File: config.mk
export PLATFORM = sky130hd
export DESIGN_NAME = wb_port_arbiter
export DESIGN_NICKNAME = d
export VERILOG_FILES = /design/src/rtl/wb_port_arbiter.sv
export SDC_FILE = /design/constraint.sdc
export NUM_CORES = 1
export LEC_CHECK = 0
export BUFFER_PORTS_ARGS = -buffer_cell sky130_fd_sc_hd__buf_2
export CAP_MARGIN = 20
export CELL_PAD_IN_SITES_DETAIL_PLACEMENT = 0
export CELL_PAD_IN_SITES_GLOBAL_PLACEMENT = 2
export CORE_MARGIN = 4
export CORE_UTILIZATION = 35
export CTS_BUF_LIST = sky130_fd_sc_hd__clkbuf_8 sky130_fd_sc_hd__clkbuf_16
export DETAILED_ROUTE_END_ITERATION = 10
export GPL_TIMING_DRIVEN = 0
export PLACE_DENSITY_LB_ADDON = 0.1
export SETUP_SLACK_MARGIN = 0.1
export SYNTH_ARGS = -nofsm -noshare
export SYNTH_HDL_FRONTEND = slang
export SYNTH_SLANG_ARGS = --single-unit
File: constraint.sdc
create_clock -name clock -period 4.2 [get_ports clock]
set_input_delay 1.26 -clock clock [delete_from_list [all_inputs] [get_ports clock]]
set_output_delay 1.26 -clock clock [all_outputs]
set_load 0.005 [all_outputs]
File: src/rtl/wb_port_arbiter.sv
// Eight-requester round-robin write-port arbiter with a hold-until-done grant.
// Define ARB_TIMEOUT_EN to build the forced-release timer (limit set by TIMEOUT).
module wb_port_arbiter #(
  parameter int unsigned TIMEOUT = 15
) (
  input  logic       clock,
  input  logic       resetn,
  input  logic [7:0] req,
  input  logic       done,
  output logic [7:0] grant,
  output logic [2:0] grant_idx,
  output logic       grant_valid,
  output logic       timeout,
  output logic       dbg_state,
  output logic [2:0] dbg_ptr
);

  typedef enum logic {IDLE = 1'b0, GRANT = 1'b1} state_t;

  state_t     state_q, state_d;
  logic [2:0] idx_q, idx_d;
  logic       valid_q, valid_d;
  logic [2:0] ptr_q, ptr_d;
  logic [7:0] others;
  logic       rel_norm;
  logic       expire;
  logic       release_now;
  logic       new_grant;

  function automatic logic [7:0] decoder_8val(input logic [2:0] idx);
    decoder_8val = 8'b0000_0001 << idx;
  endfunction

  // Scan from the far end so the first set bit in search order wins.
  function automatic logic [2:0] pick(input logic [7:0] r, input logic [2:0] p);
    logic [2:0] k;
    pick = p;
    for (int i = 7; i >= 0; i--) begin
      k = p + i[2:0];
      if (r[k]) pick = k;
    end
  endfunction

  assign others      = req & ~decoder_8val(idx_q);
  assign rel_norm    = done | ~req[idx_q];
  assign release_now = (state_q == GRANT) && (rel_norm || expire);

  always_comb begin
    state_d   = state_q;
    idx_d     = idx_q;
    valid_d   = valid_q;
    ptr_d     = ptr_q;
    new_grant = 1'b0;
    if (state_q == IDLE) begin
      if (|req) begin
        idx_d     = pick(req, ptr_q);
        valid_d   = 1'b1;
        state_d   = GRANT;
        new_grant = 1'b1;
      end
    end else if (release_now) begin
      ptr_d = idx_q + 3'd1;
      // Back-to-back handoff uses the already-advanced pointer.
      if (|others) begin
        idx_d     = pick(others, ptr_d);
        new_grant = 1'b1;
      end else begin
        valid_d = 1'b0;
        state_d = IDLE;
      end
    end
  end

  always_ff @(posedge clock) begin
    if (!resetn) begin
      state_q <= IDLE;
      idx_q   <= 3'd0;
      valid_q <= 1'b0;
      ptr_q   <= 3'd0;
    end else begin
      state_q <= state_d;
      idx_q   <= idx_d;
      valid_q <= valid_d;
      ptr_q   <= ptr_d;
    end
  end

`ifdef ARB_TIMEOUT_EN
  localparam int CW = (TIMEOUT < 2) ? 1 : $clog2(TIMEOUT + 1);

  logic [CW-1:0] cnt_q, cnt_d;
  logic          timeout_q, timeout_d;

  // Expiry fires on the TIMEOUT-th grant cycle, so the grant lasts TIMEOUT cycles.
  assign expire = (state_q == GRANT) && (cnt_q == CW'(TIMEOUT - 1));

  always_comb begin
    cnt_d = cnt_q;
    if (new_grant)                          cnt_d = '0;
    else if (state_q == GRANT && !release_now) cnt_d = cnt_q + 1'b1;
    timeout_d = expire && !rel_norm;
  end

  always_ff @(posedge clock) begin
    if (!resetn) begin
      cnt_q     <= '0;
      timeout_q <= 1'b0;
    end else begin
      cnt_q     <= cnt_d;
      timeout_q <= timeout_d;
    end
  end

  assign timeout = timeout_q;
`else
  logic unused_cfg;
  assign expire     = 1'b0;
  assign timeout    = 1'b0;
  assign unused_cfg = ^{TIMEOUT, new_grant};
`endif

  assign grant       = valid_q ? decoder_8val(idx_q) : 8'h00;
  assign grant_idx   = idx_q;
  assign grant_valid = valid_q;
  assign dbg_state   = state_q;
  assign dbg_ptr     = ptr_q;

endmodule
==> results.yml <==
status:
  status: "finished, final reports clean"
timing:
  finalCriticalPeriod_ps: 3586
  tns_ps: 0
  layout_setup_ws_ps: 614.1
  drv_slew: 0
  slew-limit-headroom_pct: 59.54
  finalSetupViolCount: 0
  fin_skew_ps: 3.219
  max_slew.worst_pin.slew_ps: 606.9
  fin_crit_sh_pct: 85.38
  max_freq_mhz: 278.9
  rsz0062_at_grt: "false"
  finalHoldViolations: 0
route:
  first_iter_violations: 144
  wire_per_inst_um: 18.35
  drt-vias-per-instance: 5.890
  drc: 0
  wl_um: 7158
  via_count: 2297
  ant_nets: 0
  first_pass_iters: 4
placement:
  place_hpwl_um: 5715
  placed_cells: 387
  port-buffer-count: 26
  place_congestion: 0.8275
  dpl-instance-area_um2: 2490
  pre_cts_slack_ps: 597.1
yosys:
  synth_cells: 284
  yosys_warnings: 0
  ys_seq_area_share_pct: 7.076
  ys_types: 69
  synth_seq_cells: 8
  syn_avg_cell_area_um2: 7.970
  synth_flop_cell: "dfxtp_1"
  synth-async-reset-ratio_pct: 0
  syn_nets: 305
  synth_edf_count: 0
  netlist_area_um2: 2263
floorplanning:
  start_util_pct: 35.85
  die_width_um: 88.42
  rows: 29
  io_pins: 28
  dieArea_um2: 7817
  die_h_um: 88.42
  fp.coreArea_um2: 6314
power:
  p_leak_nw: 1.093
  power.density_nw_per_um2: 715.9
  ir_drop_mv: 0.3820
worst_setup_path:
  critPathLaunchType: "register"
  path_class: "reg2reg"
  endpoint_kind: "register"
  crit_arrival_ps: 3690
  path_max_fanout: 10
  required_ps: 4310
  rrSetupSlack_ps: 610
final_layout:
  area_growth_pct: 11.83
  nNetsFinal: 336
  fin_cells: 390
  drive_above_1_share_pct: 23.00
  n_antenna_cell: 0
  fin_area_um2: 2531
clock_network:
  htree_levels: 1
  ctsResizeCount: 0
  cts_root_buf: "clkbuf_8"
  cts.clk_slew.worst_paths_ps: 40
  post_cts_buffers: 0
  clock_latency_ps: 230
  cts_made_buffers: 3
  clock-sinks: 8
  cts.path.max_buffers: 2
  cts_tree: "yes"
  ctsHoldBuffers: 0
grt:
  grt_usage_pct: 19.15
  antenna_found_initial: 0
  first_global_vias: 2144
  grt_start_max_net_pins: 11
  grt_pass1_wl_um: 11640
  grt_overflow: 0
job:
  maxCapViolCount: 0
hold_path:
  min_path_type: "reg2reg"
worst max-delay path: stages (launching register included):
cell      delay [ps]
dfxtp_1          620
inv_2            220
ha_1             360
buf_2            200
xnor2_2          410
mux2i_1          460
nand2_1          240
o2111a_1         200
a211o_1          270
a221oi_1         350
o31ai_1          120
path summary, 6_finish.rpt:
kind,start,endpoint,depth (start not counted)
hold / removal,grant_valid,grant_valid,2
setup reg to reg,grant_idx[0],grant_idx[2],10
setup / recovery,grant_idx[0],grant_idx[2],10
hold reg to reg,grant_valid,grant_valid,2
cell families (layout without fill, tap and decap cells):
group / after synthesis / in the layout / share of synthesized area, %
adders and majority gates: 10 / 10 / 5.528
other: 1 / 1 / 0.1657
muxes: 45 / 45 / 30.62
DFF: 8 / 8 / 7.076
buffers and inverters: 35 / 64 / 6.854
and+or+nand+nor: 100 / 100 / 21.39
AOI/OAI and AO/OA: 77 / 77 / 24.93
xor gates and xnor gates: 8 / 8 / 3.428
state kept, by name, indices dropped and copies added (netlist names):
name and flops:
dbg_state 1, grant_valid 1, dbg_ptr 3, grant_idx 3
layout make-up:
| cell class | count | area, µm² |
|---|---|---|
| well taps | 77 | 96.34 |
| clock buffers | 3 | 41.29 |
| repair buffers | 26 | 130.1 |
| inverters | 18 | 67.56 |
| plain buffers | 17 | 87.58 |
| flip-flops and latches | 8 | 160.2 |
| multi-input cells | 241 | 1948 |
| fillers | 684 | 3782 |
layout by cell type (no fill, tap or decap), drive strengths merged, types with 5 or more instances in the layout:
cell and count:
clkbuf 10, nand2 29, and3 5, a31oi 5, nand3 9, mux4 17, o211ai 5, ha 10
xor2 5, nand2b 6, o21ai 10, a21oi 15, a221oi 5, dfxtp 8, mux2i 20, nor2 26
mux2 8, buf 36, and2 6, inv 17
routing by layer:
layer	up-vias	track usage, %	wire length, µm
li1	1138	-	-
met3	6	4.097	650
met2	93	26.65	2908
met5	-	0	0
met1	1060	30.40	3558
met4	0	2.885	40
cells in the mapped netlist, drive strengths merged, types with 5 or more instances:
library cell,number,share of area (%)
a21oi,15,3.3
a221oi,5,1.9
a31oi,5,1.4
and2,6,1.7
and3,5,1.4
buf,10,2.7
clkbuf,7,1.2
dfxtp,8,7.1
ha,10,5.5
inv,17,2.8
mux2,8,4.3
mux2i,20,9.4
mux4,17,17
nand2,29,4.8
nand2b,6,1.7
nand3,9,2.0
nor2,26,4.3
o211ai,5,1.9
o21ai,10,2.4
xor2,5,1.9
through the flow:
step / util, % / hold slack, ps / total power, W
3_5_place_dp: 39.44 / 564.3 / 0.001719
2_1_floorplan: - / 523.7 / 0.001363
5_1_grt: 40.09 / 627.7 / 0.002005
4_1_cts: 40.09 / 572.8 / 0.001822
6_report: 40.09 / 567.9 / 0.001812
3_3_place_gp: 39.44 / 563.4 / 0.001721
report_power, final:
group          switching [W]  internal, W
Combinational       0.000902     0.000671
Clock              0.0000309    0.0000621
Sequential         0.0000497    0.0000962
Total               0.000982     0.000830
No activity file was read; power rests on OpenSTA's default activity.
